## config.mk

```make
export PLATFORM = sky130hd
export DESIGN_NAME = exc_unit_flat
export DESIGN_NICKNAME = d
export VERILOG_FILES = /design/src/rtl/exc_unit_pkg.sv /design/src/rtl/exc_unit_if.sv /design/src/rtl/exc_unit_stack.sv /design/src/rtl/exc_unit.sv /design/src/flat_wrapper.sv
export SDC_FILE = /design/constraint.sdc
export NUM_CORES = 1
export LEC_CHECK = 0
export CAP_MARGIN = 20
export CORE_MARGIN = 2
export CORE_UTILIZATION = 50
export DETAILED_ROUTE_END_ITERATION = 10
export GPL_ROUTABILITY_DRIVEN = 1
export PLACE_DENSITY = 0.85
export SYNTH_ARGS = -nofsm -noshare
export SYNTH_HDL_FRONTEND = slang
export SYNTH_SLANG_ARGS = --single-unit
```

## constraint.sdc

```tcl
create_clock -name clk -period 6.9 [get_ports clk]
set_input_delay 1.035 -clock clk [delete_from_list [all_inputs] [get_ports clk]]
set_output_delay 1.035 -clock clk [all_outputs]
set_load 0.03 [all_outputs]
```

## src/rtl/exc_unit_pkg.sv

```systemverilog
// Shared definitions for the exception/interrupt responder: cause codes,
// FSM state encoding, the save-stack entry layout and the vector helper.
package exc_unit_pkg;

  localparam logic [4:0] CAUSE_ECALL    = 5'd8;
  localparam logic [4:0] CAUSE_IRQ0     = 5'd16;
  localparam int         NEST_DEPTH_MAX = 4;

  typedef enum logic [1:0] {
    EXC_RUN   = 2'd0,
    EXC_REDIR = 2'd1,
    EXC_DRAIN = 2'd2
  } exc_state_e;

  typedef struct packed {
    logic [31:0] epc;
    logic [4:0]  cause;
    logic        ie;
  } exc_entry_t;

  // Handler address for a cause; wraps modulo 2^32.
  function automatic logic [31:0] trap_vector(logic [31:0] base, logic [4:0] cause);
    return base + {25'd0, cause, 2'b00};
  endfunction

endpackage

```

## src/rtl/exc_unit_if.sv

```systemverilog
// Pipeline <-> exception unit signal bundle. The pipeline side is the
// master; the exception unit is the slave.
interface exc_unit_if #(
  parameter int IRQ_NUM = 4
);
  logic               mem_valid;
  logic               mem_stall;
  logic [31:0]        mem_pc;
  logic               mem_ecall;
  logic               mem_eret;
  logic               mem_eretn;
  logic [IRQ_NUM-1:0] irq;
  logic               mask_we;
  logic [IRQ_NUM-1:0] mask_wdata;
  logic               flush;
  logic               redirect;
  logic [31:0]        redirect_pc;
  logic [31:0]        epc;
  logic [4:0]         cause;
  logic               ie;
  logic [2:0]         depth;
  logic               err;

  modport master (
    output mem_valid, mem_stall, mem_pc, mem_ecall, mem_eret, mem_eretn,
           irq, mask_we, mask_wdata,
    input  flush, redirect, redirect_pc, epc, cause, ie, depth, err
  );

  modport slave (
    input  mem_valid, mem_stall, mem_pc, mem_ecall, mem_eret, mem_eretn,
           irq, mask_we, mask_wdata,
    output flush, redirect, redirect_pc, epc, cause, ie, depth, err
  );
endinterface

```

## src/rtl/exc_unit_stack.sv

```systemverilog
// LIFO of {epc, cause, ie} used to save trap context for nested traps.
// The top entry reads as all zeros while the stack is empty.
module exc_stack
  import exc_unit_pkg::*;
#(
  parameter int DEPTH = 2
) (
  input  logic       clk,
  input  logic       rst,
  input  logic       push,
  input  logic       pop,
  input  exc_entry_t push_entry,
  output exc_entry_t top,
  output logic [2:0] depth,
  output logic       full,
  output logic       empty
);
  localparam int IDX_W = (DEPTH > 1) ? $clog2(DEPTH) : 1;

  exc_entry_t       mem [DEPTH];
  logic [IDX_W-1:0] wr_idx;
  logic [IDX_W-1:0] rd_idx;

  assign full   = (depth == 3'(DEPTH));
  assign empty  = (depth == 3'd0);
  assign wr_idx = IDX_W'(depth);
  assign rd_idx = IDX_W'(depth - 3'd1);
  assign top    = empty ? '0 : mem[rd_idx];

  // Occupancy counter; push and pop are never requested together.
  always_ff @(posedge clk) begin
    // NOTE: sequential state uses non-blocking assignments so every flop
    // samples pre-edge values regardless of statement order.
    if (rst) begin
      depth <= 3'd0;
    end else if (push && !full) begin
      depth <= depth + 3'd1;
    end else if (pop && !empty) begin
      depth <= depth - 3'd1;
    end
  end

  // Entry storage; writes land at the current depth.
  always_ff @(posedge clk) begin
    // NOTE: storage is deliberately not reset; depth==0 already masks
    // stale entries, and a reset-free array maps onto plain RAM/flops.
    if (!rst && push && !full) begin
      mem[wr_idx] <= push_entry;
    end
  end

endmodule

```

## src/rtl/exc_unit.sv

```systemverilog
// Exception/interrupt responder: picks the highest-priority MEM-stage event,
// saves/restores trap context on the nest stack and issues a one-cycle
// flush + PC redirect, then drains squashed instructions for one cycle.
module exc_unit
  import exc_unit_pkg::*;
#(
  parameter int          IRQ_NUM    = 4,
  parameter int          NEST_DEPTH = 2,   // 1..NEST_DEPTH_MAX
  parameter logic [31:0] VEC_BASE   = 32'h0000_0100
) (
  input logic       clk,
  input logic       rst,
  exc_unit_if.slave bus
);
  exc_state_e         state;
  logic               flush_q;
  logic               redirect_q;
  logic               ie_q;
  logic               err_q;
  logic [31:0]        redirect_pc_q;
  logic [IRQ_NUM-1:0] irq_q;
  logic [IRQ_NUM-1:0] mask_q;
  logic [IRQ_NUM-1:0] pending;

  exc_entry_t  push_entry;
  exc_entry_t  top;
  logic [2:0]  depth;
  logic        full;
  logic        empty;
  logic        accept;
  logic        do_push;
  logic        do_pop;
  logic        err_set;
  logic        ie_next;
  logic        irq_hit;
  logic [4:0]  irq_idx;
  logic [31:0] target;

  assign accept  = bus.mem_valid & ~bus.mem_stall & (state == EXC_RUN);
  assign pending = irq_q & mask_q;

  // Lowest-numbered pending interrupt line wins.
  always_comb begin
    // NOTE: every combinational output gets a default first so no path
    // leaves it unassigned and infers a latch.
    irq_hit = 1'b0;
    irq_idx = 5'd0;
    for (int k = IRQ_NUM - 1; k >= 0; k--) begin
      if (pending[k]) begin
        irq_hit = 1'b1;
        irq_idx = 5'(k);
      end
    end
  end

  // Event priority ecall > eret > eretn > irq, and the resulting redirect.
  always_comb begin
    do_push    = 1'b0;
    do_pop     = 1'b0;
    err_set    = 1'b0;
    ie_next    = ie_q;
    target     = redirect_pc_q;
    push_entry = '{epc: bus.mem_pc, cause: CAUSE_IRQ0 + irq_idx, ie: ie_q};
    if (accept) begin
      if (bus.mem_ecall) begin
        if (full) begin
          err_set = 1'b1;
        end else begin
          do_push          = 1'b1;
          push_entry.epc   = bus.mem_pc + 32'd4;
          push_entry.cause = CAUSE_ECALL;
          ie_next          = 1'b0;
        end
      end else if (bus.mem_eret || bus.mem_eretn) begin
        if (empty) begin
          err_set = 1'b1;
        end else begin
          do_pop  = 1'b1;
          ie_next = bus.mem_eretn ? 1'b1 : top.ie;
          target  = top.epc;
        end
      end else if (irq_hit && ie_q && !full) begin
        // Interrupted instruction re-executes, so epc is its own PC.
        do_push = 1'b1;
        ie_next = 1'b0;
      end
    end
    if (do_push) begin
      target = trap_vector(VEC_BASE, push_entry.cause);
    end
  end

  exc_stack #(.DEPTH(NEST_DEPTH)) u_stack (
    .clk        (clk),
    .rst        (rst),
    .push       (do_push),
    .pop        (do_pop),
    .push_entry (push_entry),
    .top        (top),
    .depth      (depth),
    .full       (full),
    .empty      (empty)
  );

  // Control FSM plus registered redirect, ie, sticky err and irq sampling.
  always_ff @(posedge clk) begin
    if (rst) begin
      state         <= EXC_RUN;
      flush_q       <= 1'b0;
      redirect_q    <= 1'b0;
      redirect_pc_q <= 32'd0;
      ie_q          <= 1'b1;
      err_q         <= 1'b0;
      irq_q         <= '0;
      mask_q        <= '1;
    end else begin
      irq_q      <= bus.irq;
      flush_q    <= 1'b0;
      redirect_q <= 1'b0;
      if (bus.mask_we) mask_q <= bus.mask_wdata;
      if (err_set)     err_q  <= 1'b1;
      case (state)
        EXC_RUN: begin
          if (do_push || do_pop) begin
            state         <= EXC_REDIR;
            flush_q       <= 1'b1;
            redirect_q    <= 1'b1;
            redirect_pc_q <= target;
            ie_q          <= ie_next;
          end
        end
        EXC_REDIR: state <= EXC_DRAIN;
        EXC_DRAIN: state <= EXC_RUN;
        default:   state <= EXC_RUN;
      endcase
    end
  end

  assign bus.flush       = flush_q;
  assign bus.redirect    = redirect_q;
  assign bus.redirect_pc = redirect_pc_q;
  assign bus.epc         = top.epc;
  assign bus.cause       = top.cause;
  assign bus.ie          = ie_q;
  assign bus.depth       = depth;
  assign bus.err         = err_q;

endmodule

```

## src/flat_wrapper.sv

```systemverilog
// flat-port wrapper written by rule: the top's interface ports become plain ports
module exc_unit_flat import exc_unit_pkg::*;
#(
  parameter int          IRQ_NUM    = 4,
  parameter int          NEST_DEPTH = 2,                       
  parameter logic [31:0] VEC_BASE   = 32'h0000_0100
)
  (clk, rst, bus_mem_valid, bus_mem_stall, bus_mem_pc, bus_mem_ecall, bus_mem_eret, bus_mem_eretn, bus_irq, bus_mask_we, bus_mask_wdata, bus_flush, bus_redirect, bus_redirect_pc, bus_epc, bus_cause, bus_ie, bus_depth, bus_err);
  exc_unit_if #(.IRQ_NUM(IRQ_NUM)) bus_i ();
  input logic clk;
  input logic rst;
  input wire logic [$bits(bus_i.mem_valid)-1:0] bus_mem_valid;
  input wire logic [$bits(bus_i.mem_stall)-1:0] bus_mem_stall;
  input wire logic [$bits(bus_i.mem_pc)-1:0] bus_mem_pc;
  input wire logic [$bits(bus_i.mem_ecall)-1:0] bus_mem_ecall;
  input wire logic [$bits(bus_i.mem_eret)-1:0] bus_mem_eret;
  input wire logic [$bits(bus_i.mem_eretn)-1:0] bus_mem_eretn;
  input wire logic [$bits(bus_i.irq)-1:0] bus_irq;
  input wire logic [$bits(bus_i.mask_we)-1:0] bus_mask_we;
  input wire logic [$bits(bus_i.mask_wdata)-1:0] bus_mask_wdata;
  output wire logic [$bits(bus_i.flush)-1:0] bus_flush;
  output wire logic [$bits(bus_i.redirect)-1:0] bus_redirect;
  output wire logic [$bits(bus_i.redirect_pc)-1:0] bus_redirect_pc;
  output wire logic [$bits(bus_i.epc)-1:0] bus_epc;
  output wire logic [$bits(bus_i.cause)-1:0] bus_cause;
  output wire logic [$bits(bus_i.ie)-1:0] bus_ie;
  output wire logic [$bits(bus_i.depth)-1:0] bus_depth;
  output wire logic [$bits(bus_i.err)-1:0] bus_err;
  assign bus_i.mem_valid = bus_mem_valid;
  assign bus_i.mem_stall = bus_mem_stall;
  assign bus_i.mem_pc = bus_mem_pc;
  assign bus_i.mem_ecall = bus_mem_ecall;
  assign bus_i.mem_eret = bus_mem_eret;
  assign bus_i.mem_eretn = bus_mem_eretn;
  assign bus_i.irq = bus_irq;
  assign bus_i.mask_we = bus_mask_we;
  assign bus_i.mask_wdata = bus_mask_wdata;
  assign bus_flush = bus_i.flush;
  assign bus_redirect = bus_i.redirect;
  assign bus_redirect_pc = bus_i.redirect_pc;
  assign bus_epc = bus_i.epc;
  assign bus_cause = bus_i.cause;
  assign bus_ie = bus_i.ie;
  assign bus_depth = bus_i.depth;
  assign bus_err = bus_i.err;
  exc_unit #(.IRQ_NUM(IRQ_NUM), .NEST_DEPTH(NEST_DEPTH), .VEC_BASE(VEC_BASE)) u_core (.clk(clk), .rst(rst), .bus(bus_i));
endmodule
```

==> flow_metrics.py, run 1 <==
metrics = {
    "hold_path": {
        "hold_end": "u_core.bus.redirect_pc[29]",
        "hp-class": "flop to flop",
        "min_from": "u_core.bus.redirect_pc[29]",
        "holdPathStages": 2,
    },
    "synth": {
        "synth_ff_type": "edfxtp_1",
        "synth_area_leaders": "edfxtp_1, dfxtp_1, mux2i_1",
        "synthSimpleGateAreaFrac_pct": 15.0,
        "async_flop_share_pct": 0,
        "syn_area_per_cell_sq_um": 11.9,
        "yosysMostFrequentCell": "nor2_1",
        "synth_edf_count": 74,
        "ys_seq_elements": 122,
        "syn_inst": 444,
        "yosysSeqAreaShare_pct": 60.4,
        "synth_nets": 497,
        "synthAdderAreaFrac_pct": 1.19,
        "netlist.area_leader.share_pct": 42.2,
        "synth_compound_area_share_pct": 7.72,
        "synth_top_family_by_area": "simple AND/OR/NAND/NOR gates",
        "netlist_area_sq_mm": 0.00527,
        "yosys-top-cells-count": "nor2_1, edfxtp_1, dfxtp_1",
        "synth-xor-area-share_pct": 4.82,
        "synth.area.mux_share_pct": 8.00,
        "ys_warn_count": 0,
        "yosysUniqueCellTypes": 49,
        "yosys.area.top_type": "edfxtp_1",
    },
    "placed_design": {
        "io_buffers": 122,
        "gp_congestion": 0.808,
        "dp_cells": 681,
        "hpwl_um": 7960,
    },
    "floorplan": {
        "die_w_um": 107,
        "initial_core_util_pct": 51.3,
        "pin_count": 124,
        "rows": 37,
        "dieHeight_um": 107,
        "core_area_sq_mm": 0.0103,
        "dieArea_sq_mm": 0.0114,
    },
    "timing": {
        "final_max_slew_viol_count": 0,
        "fin_tns_setup_ns": 0,
        "hold_viol": 0,
        "finalSetupViolations": 0,
        "max-slew-margin-rel_pct": 39.6,
        "period_minus_slack_ns": 3.91,
        "tightest_slew_ns": 0.905,
        "finalCritPeriodShare_pct": 56.7,
        "grt_setup_unrepaired": "false",
        "fmax_mhz": 256,
        "fin_skew_ns": 0.00947,
    },
    "drt": {
        "drtIter0Drc": 241,
        "drt_pass1_iterations": 6,
        "wl_um": 12100,
        "drtAntennaViolNets": 0,
        "post_drt_wl_per_cell_um": 17.0,
        "num_vias": 3943,
        "vias_per_cell": 5.53,
        "remaining_drc_errors": 0,
    },
    "run_status": {
        "status": "completed",
    },
    "global_routing": {
        "grtUsageTotal_pct": 22.0,
        "grt_pass1_vias": 3920,
        "overflow": 0,
        "grt_pass1_wl_um": 19400,
        "antenna_found_initial": 0,
        "grt_max_degree": 42,
    },
    "clock_tree": {
        "post_cts_buffers": 0,
        "numCtsBuffers": 17,
        "clock_sinks": 122,
        "clockBufferDepth": 2,
        "ctsRootBufferMaster": "clkbuf_8",
        "clk_latency_ns": 0.51,
        "hold_buffers": 0,
        "cts_tree": "built",
        "cts.repair.resized": 0,
        "cts_htree_levels": 4,
        "clk_pin_slew_ns": 0.05,
    },
    "final_layout": {
        "post_route_cells_drive_above_1_share_pct": 8.67,
        "area_delta_synth_final_pct": 35.4,
        "fin_util_pct": 69.4,
        "fillCellCount": 747,
        "layout.nets": 617,
        "fin_cells": 713,
        "antenna_cells": 0,
    },
    "worst_setup_path": {
        "cp_data_arrival_time_ns": 2.88,
        "crit_path_max_fanout": 37,
        "rrSetupSlack_ns": 4.41,
        "required_ns": 5.86,
        "criticalPathCategory": "flop to output pin",
        "end_kind": "output pin",
        "ff2ff_path_depth": 8,
        "critPathLaunchType": "flop",
        "r2r_start": "u_core.u_stack.depth[0]",
        "rr_endpoint": "u_core.u_stack.mem[1][24]",
    },
    "power_and_ir_drop": {
        "p_per_area_mw_per_mm2": 251,
        "ir_drop_v": 0.000192,
        "p_leak_nw": 2.46,
    },
    "run": {
        "maxCapViolations": 0,
    },
}
## where the power goes
part	internal [mW]	total (mW)	switching (mW)
Combinational	0.0841	0.200	0.116
Sequential	0.787	0.794	0.00652
Clock	0.490	0.797	0.307
Total	1.36	1.79	0.430
## how the worst max path moves through the flow
stage	startpoint	endpoint	slack (ns)
3_5_place_dp	bus_mem_stall	u_core.u_stack.mem[1][33]	3.36
3_3_place_gp	bus_mem_stall	u_core.u_stack.mem[1][22]	3.43
5_1_grt	u_core.u_stack.depth[0]	bus_epc[2]	2.87
2_1_floorplan	u_core.u_stack.depth[0]	u_core.u_stack.mem[0][0]	1.62
6_report	u_core.u_stack.depth[0]	bus_epc[14]	2.99
4_1_cts	u_core.u_stack.depth[0]	bus_epc[18]	2.97
## state kept, by name (all words and copies together) (netlist names)
signal                  cells
u_core.u_stack.mem         74
u_core.bus.redirect_pc     32
u_core.irq_q                4
u_core.mask_q               4
u_core.u_stack.depth        3
u_core.state                2
u_core.bus.err              1
u_core.bus.ie               1
u_core.bus.redirect         1
## layout by cell type, fill, tap and decap left out, types with 6 or more instances in the layout
master,synthesis,routed
nor2_1,78,78
dfxtp_1,48,47
mux2i_1,41,41
xor2_1,9,9
edfxtp_1,74,74
and3_1,6,6
nand4_1,7,7
a21oi_1,9,9
clkdlybuf4s50_1,0,122
nand2_1,24,24
a22oi_1,29,29
clkbuf_16,0,17
xnor2_1,20,20
nand3_1,12,12
## through the flow
stage / total power [mW] / area [sq um] / worst slack (ns) / hold slack [ns]
2_1_floorplan: 0.921 / 5270 / 1.62 / 0.464
3_3_place_gp: 1.00 / 6590 / 3.43 / 0.462
3_5_place_dp: 1.01 / 6590 / 3.36 / 0.483
4_1_cts: 1.80 / 7130 / 2.97 / 0.498
5_1_grt: 1.85 / 7130 / 2.87 / 0.521
6_report: 1.79 / 7130 / 2.99 / 0.494
## kinds of logic after synthesis
logic type / Yosys count
xor+xnor: 29
buf+inv: 31
flops: 122
other cells: 1
mux: 42
fa+ha+maj: 5
simple gates: 159
compound gates: 55
## worst max-delay path, cell delays in order, from the launching register on
cell and delay, ns:
dfxtp_2 0.31, inv_1 0.14, ha_1 0.24, nor2b_4 0.77, nor2_1 0.23, clkdlybuf4s50_1 0.66
## final cells by class
type                    instances  area (sq um)  area share, %
multi-input cells             291          1960           27.4
clock inverters                10          60.1          0.842
flip-flops and latches        122          3180           44.6
inverters                       5          18.8          0.263
well taps                     136           170           2.39
clock buffers                  22           484           6.79
repair buffers                127          1260           17.6
## per-layer routing
metal	vias up	GRT usage, %	wire (um)
met1	1918	27.0	4950
met2	150	37.4	6170
met4	0	9.37	224
met5	-	0	0
li1	1856	-	-
met3	19	4.92	774
Note: power is estimated with default switching activity, not from simulation.
==> inputs of run 2 (changes only) <==
- CORE_UTILIZATION: 50 -> 45
- PLACE_DENSITY: 0.85 -> 0.81
- clock period: 6.9 -> 3.4 ns (I/O delays scaled with it)
==> run 2 against run 1 <==
  * Die area rose by 11%
  * Via count fell by 1.2%
  * Cell count rose by 1.4%
  * Critical path type unchanged
==> flow_metrics.py, run 2 (same netlist as run 1, synthesis figures left out) <==
metrics = {
    "floorplan": {
        "initial_core_util_pct": 46.1,
        "dieArea_sq_mm": 0.0126,
        "core_area_sq_mm": 0.0114,
        "pin_count": 124,
        "die_w_um": 112,
        "rows": 39,
        "dieHeight_um": 112,
    },
    "timing": {
        "finalCritPeriodShare_pct": 81.4,
        "tightest_slew_ns": 0.773,
        "final_max_slew_viol_count": 0,
        "period_minus_slack_ns": 2.77,
        "finalSetupViolations": 0,
        "fin_skew_ns": 0.00691,
        "grt_setup_unrepaired": "false",
        "fmax_mhz": 361,
        "hold_viol": 0,
        "max-slew-margin-rel_pct": 48.3,
        "fin_tns_setup_ns": 0,
    },
    "final_layout": {
        "post_route_cells_drive_above_1_share_pct": 15.2,
        "mostFrequentLayoutCell": "clkdlybuf4s50_1",
        "top_register": "u_core.u_stack.mem",
        "area_delta_synth_final_pct": 36.0,
        "largest_register_ff_count": 74,
        "layout.nets": 620,
        "fillCellCount": 861,
        "multi_input_area_sq_mm": 0.00197,
        "antenna_cells": 0,
        "fin_cells": 723,
        "final_cell_mix": "clkdlybuf4s50_1, nor2_1, edfxtp_1",
        "register_area_sq_mm": 0.00318,
    },
    "worst_setup_path": {
        "cp_slowest_stage_delay_ns": 0.46,
        "required_ns": 2.89,
        "crit_path_cell_trace": "inv_1 > ha_1 > nor2b_4 > buf_4 > nor2_1 > buf_4",
        "criticalPathCategory": "flop to output pin",
        "crit_end": "bus_epc[22]",
        "r2r_start": "u_core.u_stack.depth[0]",
        "cp_data_arrival_time_ns": 2.26,
        "cp_common_cell": "buf_4",
        "ff2ff_path_depth": 7,
        "cp-startpoint": "u_core.u_stack.depth[0]",
        "crit_path_max_fanout": 20,
        "end_kind": "output pin",
        "critPathLaunchType": "flop",
        "cp_slowest_cell": "nor2b_4",
        "rrSetupSlack_ns": 0.83,
        "rr_endpoint": "u_core.bus.redirect_pc[30]",
    },
    "global_routing": {
        "busiest_layer": "met2",
        "antenna_found_initial": 0,
        "met2_usage_pct": 33.6,
        "overflow": 0,
        "grtUsageTotal_pct": 19.8,
        "grt_pass1_vias": 3984,
        "grt_pass1_wl_um": 19500,
        "use_met1_pct": 23.8,
        "grt_max_degree": 42,
        "use_met3_pct": 5.13,
    },
    "drt": {
        "remaining_drc_errors": 0,
        "drtIter0Drc": 220,
        "num_vias": 3894,
        "vias_per_cell": 5.39,
        "post_drt_wl_per_cell_um": 17.0,
        "drt_pass1_iterations": 5,
        "wl_um": 12300,
        "drtAntennaViolNets": 0,
    },
    "clock_tree": {
        "numCtsBuffers": 17,
        "clk_pin_slew_ns": 0.05,
        "cts_htree_levels": 4,
        "hold_buffers": 0,
        "ctsRootBufferMaster": "clkbuf_16",
        "post_cts_buffers": 0,
        "cts.repair.resized": 0,
        "clockBufferDepth": 2,
        "clk_latency_ns": 0.41,
        "clock_sinks": 122,
        "cts_tree": "built",
    },
    "hold_path": {
        "min_from": "u_core.bus.redirect_pc[2]",
        "hp-class": "flop to flop",
        "holdPathStages": 2,
    },
    "placed_design": {
        "io_buffers": 122,
        "hpwl_um": 8440,
        "gp_congestion": 0.836,
        "dp_cells": 691,
    },
    "power_and_ir_drop": {
        "p_per_area_mw_per_mm2": 510,
        "p_leak_nw": 2.55,
        "ir_drop_v": 0.000282,
    },
    "run_status": {
        "status": "completed",
    },
    "run": {
        "maxCapViolations": 0,
    },
}
run 2: how the worst min path moves through the flow:
| stage | end | slack, ns |
|---|---|---|
| 2_1_floorplan | u_core.mask_q[3] | 0.46 |
| 3_3_place_gp | u_core.bus.err | 0.48 |
| 3_5_place_dp | u_core.bus.err | 0.47 |
| 4_1_cts | u_core.bus.redirect_pc[2] | 0.49 |
| 5_1_grt | u_core.state[1] | 0.52 |
| 6_report | u_core.bus.redirect_pc[2] | 0.49 |
run 2: cell type report:
type	instances	area share, %
Clock inverter	12	1.41
Timing Repair Buffer	130	17.7
Clock buffer	20	6.23
Sequential cell	122	44.4
Multi-Input combinational cell	291	27.5
Inverter	5	0.262
Tap cell	143	2.50
run 2: power breakdown:
part	internal [mW]	switching, mW
clock network	1.01	0.619
logic	0.170	0.240
registers	1.60	0.0142
total	2.78	0.873
run 2: worst max-delay path, delay by kind of cell (launching register included):
kind          cells  cell delay [ns]
buf+inv           3             0.70
simple gates      2             0.57
fa+ha+maj         1             0.27
flops             1             0.31
run 2: stage by stage:
step | hold WS [ns] | area, sq um | worst slack, ns | utilization (%) | power, mW
floorplan | 0.464 | 5300 | 0.0863 | - | 1.87
global placement | 0.478 | 6620 | 0.601 | 57.9 | 2.04
detailed placement | 0.473 | 6620 | 0.545 | 57.9 | 2.05
CTS | 0.488 | 7160 | 0.605 | 62.7 | 3.67
global route | 0.515 | 7160 | 0.490 | 62.7 | 3.77
finish | 0.488 | 7160 | 0.631 | 62.7 | 3.66
run 2: per-layer routing:
metal  wire length (um)  vias to the layer above
li1                   -                     1850
met1               5010                     1873
met2               6280                      151
met3                760                       20
met4                257                        0
met5                  0                        -
==> inputs of run 3 (changes only) <==
- CORE_UTILIZATION: 45 -> 50
- PLACE_DENSITY: 0.81 -> 0.85
- clock period: 3.4 -> 2.86 ns (I/O delays scaled with it)
==> run 3 against run 2 <==
  * Die area is 9.7% lower
  * Worst hold slack worse by 0.016 ns
  * Register-to-register slack worse by 0.20 ns
  * Wire length is 7.6% higher
  * Clock skew is 0.0023 ns higher
  * Critical path depth stayed put
  * Global-route usage is 4.3 points higher
  * Cell count is 0.41% higher
  * Combinational power is 19% higher
  * First-iteration DRC count is 45% higher
  * Largest cell class unchanged
  * Highest routed layer unchanged
==> flow_metrics.py, run 3 (same netlist as run 1, synthesis figures left out) <==
metrics = {
    "placed_design": {
        "dp_cells": 694,
        "place_ws_ns": 0.147,
        "hpwl_um": 8800,
        "io_buffers": 122,
        "gp_congestion": 0.814,
        "place_area_sq_mm": 0.00675,
    },
    "floorplan": {
        "dieHeight_um": 107,
        "core_area_sq_mm": 0.0103,
        "pin_count": 124,
        "dieArea_sq_mm": 0.0114,
        "die_w_um": 107,
        "initial_core_util_pct": 51.3,
        "rows": 37,
    },
    "global_routing": {
        "grtUsageTotal_pct": 24.1,
        "grt_pass1_vias": 4212,
        "grt_max_degree": 38,
        "antenna_found_initial": 0,
        "grt_pass1_wl_um": 20800,
        "overflow": 0,
    },
    "final_layout": {
        "final_cell_mix": "clkdlybuf4s50_1, nor2_1, edfxtp_1",
        "fin_area_sq_mm": 0.00730,
        "antenna_cells": 0,
        "post_route_cells_drive_above_1_share_pct": 11.2,
        "top_register": "u_core.u_stack.mem",
        "area_delta_synth_final_pct": 38.6,
        "largest_register_ff_count": 74,
        "fin_cells": 726,
        "layout.nets": 630,
        "fin_util_pct": 71.0,
        "mostFrequentLayoutCell": "clkdlybuf4s50_1",
        "fillCellCount": 693,
    },
    "timing": {
        "final_max_slew_viol_count": 0,
        "grt_setup_unrepaired": "false",
        "hold_viol": 0,
        "max-slew-margin-rel_pct": 57.4,
        "tightest_slew_ns": 0.637,
        "period_minus_slack_ns": 2.77,
        "fin_skew_ns": 0.00920,
        "finalCritPeriodShare_pct": 96.8,
        "layout_setup_ws_ns": 0.0911,
        "finalSetupViolations": 0,
        "fmax_mhz": 361,
    },
    "drt": {
        "wl_um": 13200,
        "drt_pass1_iterations": 5,
        "drtIter0Drc": 319,
        "post_drt_wl_per_cell_um": 18.2,
        "drtAntennaViolNets": 0,
        "num_vias": 4060,
        "remaining_drc_errors": 0,
        "vias_per_cell": 5.59,
    },
    "clock_tree": {
        "cts_htree_levels": 4,
        "clock_sinks": 122,
        "post_cts_buffers": 0,
        "ctsRootBufferMaster": "clkbuf_8",
        "cts.repair.resized": 33,
        "clockBufferDepth": 2,
        "numCtsBuffers": 17,
        "clk_pin_slew_ns": 0.06,
        "clk_latency_ns": 0.52,
        "cts_tree": "built",
        "hold_buffers": 0,
    },
    "worst_setup_path": {
        "cp_data_arrival_time_ns": 2.34,
        "critPathLaunchType": "flop",
        "criticalPathCategory": "flop to output pin",
        "end_kind": "output pin",
        "crit_path_max_fanout": 21,
        "required_ns": 2.43,
    },
    "hold_path": {
        "hp-class": "primary input to flop",
    },
    "run_status": {
        "status": "completed",
    },
    "power_and_ir_drop": {
        "p_leak_nw": 2.70,
        "ir_drop_v": 0.000460,
        "p_per_area_mw_per_mm2": 624,
    },
    "run": {
        "maxCapViolations": 0,
    },
}
run 3: cell types whose count changed in the layout (fill, tap and decap cells not counted), moves of 2 or more:
cell | before | now
dlygate4sd2_1 | 0 | 33
buf_4 | 38 | 19
buf_12 | 6 | 2
clkinvlp_4 | 5 | 1
bufinv_16 | 1 | 4
clkinv_1 | 0 | 2
clkinv_2 | 5 | 3
clkinv_4 | 1 | 3
run 3: per-stage QoR:
stage	setup TNS, ns	hold WS, ns	total power, mW
after floorplan	-1.12	0.464	2.23
after global placement	0	0.473	2.44
after detailed placement	0	0.486	2.45
after CTS	0	0.457	4.57
after global routing	0	0.460	4.69
final	0	0.472	4.56
run 3: worst paths after layout:
| kind | cells after the start | end | slack [ns] | startpoint |
|---|---|---|---|---|
| max | 6 | bus_epc[31] | 0.09 | u_core.u_stack.depth[1] |
| min | 2 | u_core.irq_q[2] | 0.47 | bus_irq[2] |
| max reg2reg | 4 | u_core.u_stack.mem[0][6] | 0.63 | u_core.state[1] |
| min reg2reg | 2 | u_core.bus.redirect_pc[0] | 0.49 | u_core.bus.redirect_pc[0] |
run 3: worst max-delay path, stage by stage (launching register included):
cell           delay (ns)
dfxtp_1              0.43
inv_1                0.11
ha_1                 0.24
nor2b_4              0.15
buf_4                0.22
nor2_1               0.23
dlygate4sd2_1        0.43
run 3: final cells by class:
cell class                      count  area (sq um)  area share [%]
Clock inverter                     13           176            2.42
Timing Repair Buffer              140          1330            18.2
Multi-Input combinational cell    291          1990            27.2
Tap cell                          136           170            2.33
Sequential cell                   122          3190            43.6
Inverter                            5          26.3           0.360
Clock buffer                       19           422            5.77
run 3: per-layer routing:
layer	share of wire (%)	vias to the layer above	track usage (%)
met5	0	-	0
met4	2.0	0	10.0
met3	7.2	24	5.90
met2	52	200	41.6
met1	39	1953	28.7
li1	-	1883	-
run 3: power breakdown:
group / total, mW / internal [mW] / switching [mW] / leakage, nW
registers: 1.92 / 1.90 / 0.0195 / 1.06
clock network: 2.15 / 1.41 / 0.747 / 0.291
logic: 0.488 / 0.198 / 0.290 / 1.35
